## config.mk

```make
export PLATFORM = sky130hd
export DESIGN_NAME = scope_capture_ctrl
export DESIGN_NICKNAME = d
export VERILOG_FILES = /design/src/rtl/scope_capture_ctrl_pkg.sv /design/src/rtl/scope_capture_ctrl_trig_detect.sv /design/src/rtl/scope_capture_ctrl.sv
export SDC_FILE = /design/constraint.sdc
export NUM_CORES = 1
export LEC_CHECK = 0
export CORE_ASPECT_RATIO = 1.5
export CORE_UTILIZATION = 47
export DETAILED_ROUTE_END_ITERATION = 8
export GPL_TIMING_DRIVEN = 0
export PLACE_DENSITY_LB_ADDON = 0.3
export SLEW_MARGIN = 20
export SYNTH_ARGS = -nofsm -noshare
export SYNTH_HDL_FRONTEND = slang
export SYNTH_HIERARCHICAL = 1
export SYNTH_SLANG_ARGS = --single-unit
```

## constraint.sdc

```tcl
create_clock -name clk -period 2.8 [get_ports clk]
set_input_delay 0.56 -clock clk [delete_from_list [all_inputs] [get_ports clk]]
set_output_delay 0.56 -clock clk [all_outputs]
set_load 0.03 [all_outputs]
```

## src/rtl/scope_capture_ctrl_pkg.sv

```systemverilog
// ============================================================================
// Module   : scope_capture_ctrl_pkg
// Purpose  : Shared sample widths, FSM state encoding and sign-extension helper
//            for the scope capture sequencer.
// Revision : 1.0 - initial release
// ============================================================================
`default_nettype none

package scope_capture_ctrl_pkg;

    localparam int SMP_W  = 14;
    localparam int FIFO_W = 32;

    typedef enum logic [1:0] {
        ST_IDLE  = 2'd0,
        ST_ARMED = 2'd1,
        ST_CAPT  = 2'd2,
        ST_DONE  = 2'd3
    } state_t;

    function automatic logic [15:0] sext16(input logic [SMP_W-1:0] v);
        return {{(16-SMP_W){v[SMP_W-1]}}, v};
    endfunction

endpackage

`default_nettype wire

```

## src/rtl/scope_capture_ctrl_trig_detect.sv

```systemverilog
// ============================================================================
// Module   : scope_trig_detect
// Purpose  : Level-crossing detector on channel A; combinational 1-cycle hit.
// Revision : 1.0 - initial release
// ============================================================================
`default_nettype none

module scope_trig_detect
    import scope_capture_ctrl_pkg::*;
(
    input  logic             clk,
    input  logic             rst_n,
    input  logic             i_clr,
    input  logic             i_en,
    input  logic             i_force_trig,
    input  logic             i_smp_valid,
    input  logic [SMP_W-1:0] i_smp_a,
    input  logic [SMP_W-1:0] i_level,
    input  logic             i_rising,
    output logic             o_hit
);

    logic signed [SMP_W-1:0] r_prev;
    logic                    r_prev_valid;
    logic signed [SMP_W-1:0] w_cur;
    logic signed [SMP_W-1:0] w_lvl;
    logic                    w_rise;
    logic                    w_fall;
    logic                    w_cross;

    always_ff @(posedge clk or negedge rst_n) begin
        if (!rst_n) begin
            r_prev       <= '0;
            r_prev_valid <= 1'b0;
        end else if (i_clr) begin
            r_prev_valid <= 1'b0;
        end else if (i_en && i_smp_valid) begin
            r_prev       <= i_smp_a;
            r_prev_valid <= 1'b1;
        end
    end

    // The first sample after arming only seeds r_prev, so no crossing can be seen.
    always_comb begin
        w_cur   = signed'(i_smp_a);
        w_lvl   = signed'(i_level);
        w_rise  = (r_prev < w_lvl) && (w_cur >= w_lvl);
        w_fall  = (r_prev > w_lvl) && (w_cur <= w_lvl);
        w_cross = r_prev_valid && (i_rising ? w_rise : w_fall);
        o_hit   = i_en && i_smp_valid && (i_force_trig || w_cross);
    end

endmodule

`default_nettype wire

```

## src/rtl/scope_capture_ctrl.sv

```systemverilog
// ============================================================================
// Module   : scope_capture_ctrl
// Purpose  : Arms, waits for a channel-A trigger, then writes DEPTH decimated
//            sample pairs to the FIFO. Optional macro AUTO_TRIG_EN adds a
//            forced trigger after AUTO_TIMEOUT cycles in ARMED.
// Revision : 1.0 - initial release
// ============================================================================
`default_nettype none

module scope_capture_ctrl
    import scope_capture_ctrl_pkg::*;
#(
    parameter int DEPTH        = 1024,
    parameter int CNT_W        = 11,
    parameter int AUTO_TIMEOUT = 1000000
) (
    input  logic              clk,
    input  logic              rst_n,
    input  logic              arm,
    input  logic              abort,
    input  logic              smp_valid,
    input  logic [SMP_W-1:0]  smp_a,
    input  logic [SMP_W-1:0]  smp_b,
    input  logic [SMP_W-1:0]  trig_level,
    input  logic              trig_rising,
    input  logic [7:0]        decim,
    input  logic              full,
    output logic [FIFO_W-1:0] din,
    output logic              wr_en,
    output logic              busy,
    output logic              done,
    output logic              overrun,
    output logic [1:0]        state
);

    state_t             r_state;
    state_t             w_next;
    logic [SMP_W-1:0]   r_level;
    logic               r_rising;
    logic [7:0]         r_decim;
    logic [7:0]         r_dcnt;
    logic [CNT_W-1:0]   r_wcnt;
    logic [FIFO_W-1:0]  r_din;
    logic               r_wr_en;
    logic               r_overrun;

    logic               w_arm_ok;
    logic               w_hit;
    logic               w_force;
    logic               w_trig;
    logic               w_capt_smp;
    logic               w_due;
    logic               w_accept;
    logic               w_last;

    scope_trig_detect u_trig (
        .clk          (clk),
        .rst_n        (rst_n),
        .i_clr        (w_arm_ok),
        .i_en         (r_state == ST_ARMED),
        .i_force_trig (w_force),
        .i_smp_valid  (smp_valid),
        .i_smp_a      (smp_a),
        .i_level      (r_level),
        .i_rising     (r_rising),
        .o_hit        (w_hit)
    );

`ifdef AUTO_TRIG_EN
    localparam int TMO_W = $clog2(AUTO_TIMEOUT + 1);
    logic [TMO_W-1:0] r_tmo_cnt;

    always_ff @(posedge clk or negedge rst_n) begin
        if (!rst_n) begin
            r_tmo_cnt <= '0;
        end else if (r_state != ST_ARMED) begin
            r_tmo_cnt <= '0;
        end else if (r_tmo_cnt != TMO_W'(AUTO_TIMEOUT)) begin
            r_tmo_cnt <= r_tmo_cnt + TMO_W'(1);
        end
    end

    assign w_force = (r_state == ST_ARMED) && (r_tmo_cnt == TMO_W'(AUTO_TIMEOUT));
`else
    logic w_unused_tmo;
    assign w_unused_tmo = (AUTO_TIMEOUT > 0);
    assign w_force      = 1'b0;
`endif

    // Abort outranks every other event, including a simultaneous arm or trigger.
    always_comb begin
        w_arm_ok   = (r_state == ST_IDLE) && arm && !abort;
        w_trig     = (r_state == ST_ARMED) && w_hit && !abort;
        w_capt_smp = (r_state == ST_CAPT) && smp_valid && !abort;
        w_due      = w_trig || (w_capt_smp && (r_dcnt == 8'd0));
        w_accept   = w_due && !full;
        w_last     = w_accept && (r_wcnt == CNT_W'(DEPTH - 1));
    end

    always_ff @(posedge clk or negedge rst_n) begin
        if (!rst_n) begin
            r_state <= ST_IDLE;
        end else begin
            r_state <= w_next;
        end
    end

    always_comb begin
        w_next = r_state;
        case (r_state)
            ST_IDLE:  if (w_arm_ok) w_next = ST_ARMED;
            ST_ARMED: begin
                if (abort)       w_next = ST_IDLE;
                else if (w_trig) w_next = ST_CAPT;
            end
            ST_CAPT: begin
                if (abort)       w_next = ST_IDLE;
                else if (w_last) w_next = ST_DONE;
            end
            ST_DONE:  w_next = ST_IDLE;
            default:  w_next = ST_IDLE;
        endcase
    end

    always_ff @(posedge clk or negedge rst_n) begin
        if (!rst_n) begin
            r_level   <= '0;
            r_rising  <= 1'b0;
            r_decim   <= '0;
            r_dcnt    <= '0;
            r_wcnt    <= '0;
            r_din     <= '0;
            r_wr_en   <= 1'b0;
            r_overrun <= 1'b0;
        end else begin
            r_wr_en <= w_accept;
            if (w_arm_ok) begin
                r_level   <= trig_level;
                r_rising  <= trig_rising;
                r_decim   <= decim;
                r_wcnt    <= '0;
                r_overrun <= 1'b0;
            end
            if (w_trig) begin
                r_dcnt <= r_decim;
            end else if (w_capt_smp) begin
                r_dcnt <= (r_dcnt == 8'd0) ? r_decim : r_dcnt - 8'd1;
            end
            if (w_accept) begin
                r_din  <= {sext16(smp_a), sext16(smp_b)};
                r_wcnt <= r_wcnt + CNT_W'(1);
            end
            if (w_due && full) begin
                r_overrun <= 1'b1;
            end
        end
    end

    assign din     = r_din;
    assign wr_en   = r_wr_en;
    assign overrun = r_overrun;
    assign busy    = (r_state == ST_ARMED) || (r_state == ST_CAPT);
    assign done    = (r_state == ST_DONE);
    assign state   = r_state;

endmodule

`default_nettype wire

```

==> flow_summary.json <==
{
  "cts_sinks": 89,
  "core_area_um2": 9690,
  "grt_start_max_net_pins": 59,
  "clk_root_buffer_cell": "clkbuf_16",
  "final_max_slew_viol_count": 0,
  "arrival_ns": 3.21,
  "htree_num_levels": 3,
  "rr_worst_depth": 13,
  "synth_area_leaders": "dfrtp_1, nand2_1, ha_1",
  "drtPass1Iterations": 5,
  "worstSkewPairLatency_ns": 0.35,
  "min_period_ns": 2.98,
  "die-width_um": 83.6,
  "via_per_inst": 5.56,
  "yosys_warnings": 6,
  "synth_seq_cells": 89,
  "critPathLaunchType": "flop",
  "pwr-share-seq_pct": 33.4,
  "rrSetupSlack_ns": -0.18,
  "rsz0062_at_grt": "yes",
  "grt_pass1_vias": 4203,
  "r2r_end": "r_wcnt[5]",
  "violations": "negative setup slack",
  "endpoint_kind": "flop",
  "yosys.area.top_type": "dfrtp_1",
  "wl_per_cell_um": 16.8,
  "cts_hold_buf": 0,
  "maxCapViolations": 0,
  "hold_path_class": "in -> async",
  "synth-seq-area-share_pct": 47.4,
  "path_cells": "inv_2, ha_4, nand4_1, o21bai_1, o311a_1, a21o_1, o311ai_2, o31ai_4, a22oi_2, nor3_4, buf_4, a21oi_4, a221o_1",
  "setup_viol": 50,
  "netlist_instances": 520,
  "syn_to_final_growth_pct": 46.4,
  "vias": 4280,
  "synth_cell_types": 59,
  "cts_tree": "built",
  "fin_ws_ns": -0.184,
  "gp_congestion": 0.861,
  "power_frac_clock_pct": 19.6,
  "synth-main-ff-cell": "dfrtp_1",
  "worstSetupPathType": "reg -> reg",
  "switchingPower_mw": 2.26,
  "die-area_um2": 10400,
  "ys_top_cells_by_count": "nand2_1, dfrtp_1, ha_1",
  "drt-initial-drc-count": 293,
  "max_stage_delay_ns": 0.36,
  "numCtsBuffers": 9,
  "syn_area_per_cell_um2": 9.04,
  "initial_core_util_pct": 48.5,
  "fp.dieH_um": 124,
  "fillers": 682,
  "grt_use_total_pct": 23.6,
  "status": "complete, but fails checks",
  "yosysMostFrequentCell": "nand2_1",
  "swShare_pct": 38.5,
  "syn_area_um2": 4700,
  "path_buf_inv": 2,
  "layout.nets": 743,
  "grt_pass1_wl_um": 19600,
  "fmax_mhz": 335,
  "antenna_cells": 0,
  "path_clk_slew_ns": 0.06,
  "share_comb_of_total_power_pct": 46.9,
  "pin_count": 95,
  "hold_viol_final": 0,
  "pre_cts_ws_ns": -0.956,
  "place_hpwl_um": 8290,
  "crit_required_ns": 3.03,
  "worstMarginPinSlew_ns": 0.565,
  "relSlewSlack_pct": 62.3,
  "antenna_found_initial": 0,
  "async_flop_share_pct": 100,
  "p_leak_nw": 3.21,
  "drtAntennaViolNets": 0,
  "numPortBuffers": 94,
  "r2r_start": "r_level[13]",
  "row_count": 44,
  "cp_slowest_cell": "dfrtp_1",
  "finClkSkew_ns": 0.00631,
  "finalCritPeriodShare_pct": 107,
  "crit_family": "compound AO/OA/AOI/OAI gates",
  "drc": 0,
  "path_max_fanout": 9,
  "drive_gt1_share_pct": 24.4,
  "pwr_density_cell_nw_per_um2": 856,
  "netlist.area_leader.share_pct": 47.4,
  "final.setup.tns_ns": -4.98,
  "grt_overflow": 0,
  "p_int_mw": 3.62,
  "clockBufferDepth": 2,
  "synth_enable_flop_cells": 0,
  "ir_worst_vdd_mv": 0.617,
  "power_mw": 5.89,
  "wl_um": 12900
}
-- worst max-delay path by stage --
stage                startpoint        end  slack [ns]  cells past startpoint
global route        r_level[13]  r_wcnt[3]       -0.37                     14
floorplan              smp_a[7]  r_wcnt[3]       -0.05                     13
detailed placement     smp_a[2]     din[5]       -0.96                     15
finish              r_level[13]  r_wcnt[5]       -0.18                     13
global placement          rst_n    din[24]       -2.08                      1
CTS                 r_level[12]  r_wcnt[3]       -0.11                     15
-- kinds of logic (layout without fill, tap and decap cells) --
group,after synthesis,in the layout,synth area share [%]
AOI/OAI and AO/OA,79,79,11.4
xor gates and xnor gates,1,1,0.186
adders and majority gates,36,36,9.58
buffers and inverters,57,190,5.56
DFF,89,89,47.4
muxes,16,16,3.75
other,1,3,0.0798
and+or+nand+nor,241,241,22.1
-- per-layer routing --
layer | global-route usage [%] | up-vias | part of all wire, %
met2 | 43.3 | 146 | 54
li1 | - | 2011 | -
met4 | 9.07 | 0 | 3.4
met3 | 4.44 | 39 | 4.6
met5 | 0 | - | 0
met1 | 26.7 | 2084 | 38
-- timing repair --
action / CTS / global route
setup buffers: 8 / 13
pin swaps: 24 / 32
setup endpoints to repair: 65 / 60
gates resized for setup: 65 / 84
gates cloned: 1 / 4
-- cell usage in the layout, fill, tap and decap left out, types with 12 or more instances in the layout --
cell type,n
nand2_1,161
nor2_1,13
ha_4,19
dfrtp_1,89
clkbuf_16,12
buf_4,21
a21oi_1,20
ha_1,17
mux2_2,13
clkdlybuf4s50_1,78
inv_1,22
-- per-stage QoR --
step	hold WS [ns]	instances	area, um2	util, %
finish	0.150	770	6880	71.0
global route	0.182	770	6880	71.0
CTS	0.162	754	6440	66.5
detailed placement	0.458	732	5980	61.7
global placement	0.456	731	5950	61.5
floorplan	0.264	522	4870	-
-- state kept, by name (all words and copies together) (netlist names) --
| signal | flops |
|---|---|
| r_wcnt | 11 |
| r_level | 14 |
| u_trig/r_prev | 14 |
| wr_en | 1 |
| state | 2 |
| r_rising | 1 |
| r_dcnt | 8 |
| u_trig/r_prev_valid | 1 |
| din | 28 |
| r_decim | 8 |
| overrun | 1 |
-- power by group through the flow --
stage | clock [mW] | sequential, mW | combinational, mW
CTS | 1.17 | 1.93 | 2.43
finish | 1.16 | 1.97 | 2.76
detailed placement | 0 | 1.92 | 2.23
global placement | 0 | 1.90 | 2.15
global route | 1.22 | 2.01 | 3.01
floorplan | 0 | 1.97 | 1.48
-- area by class of cell --
class / count / area [um2] / area share, %
timing repair buffer: 120 / 1230 / 17.9
tap: 115 / 144 / 2.09
clock buffer: 12 / 256 / 3.73
sequential: 89 / 2230 / 32.4
clock inverter: 4 / 26.3 / 0.382
inverter: 34 / 136 / 1.98
buffer: 20 / 198 / 2.87
multi-input combinational: 376 / 2660 / 38.7
No activity file was read; power rests on OpenSTA's default activity.
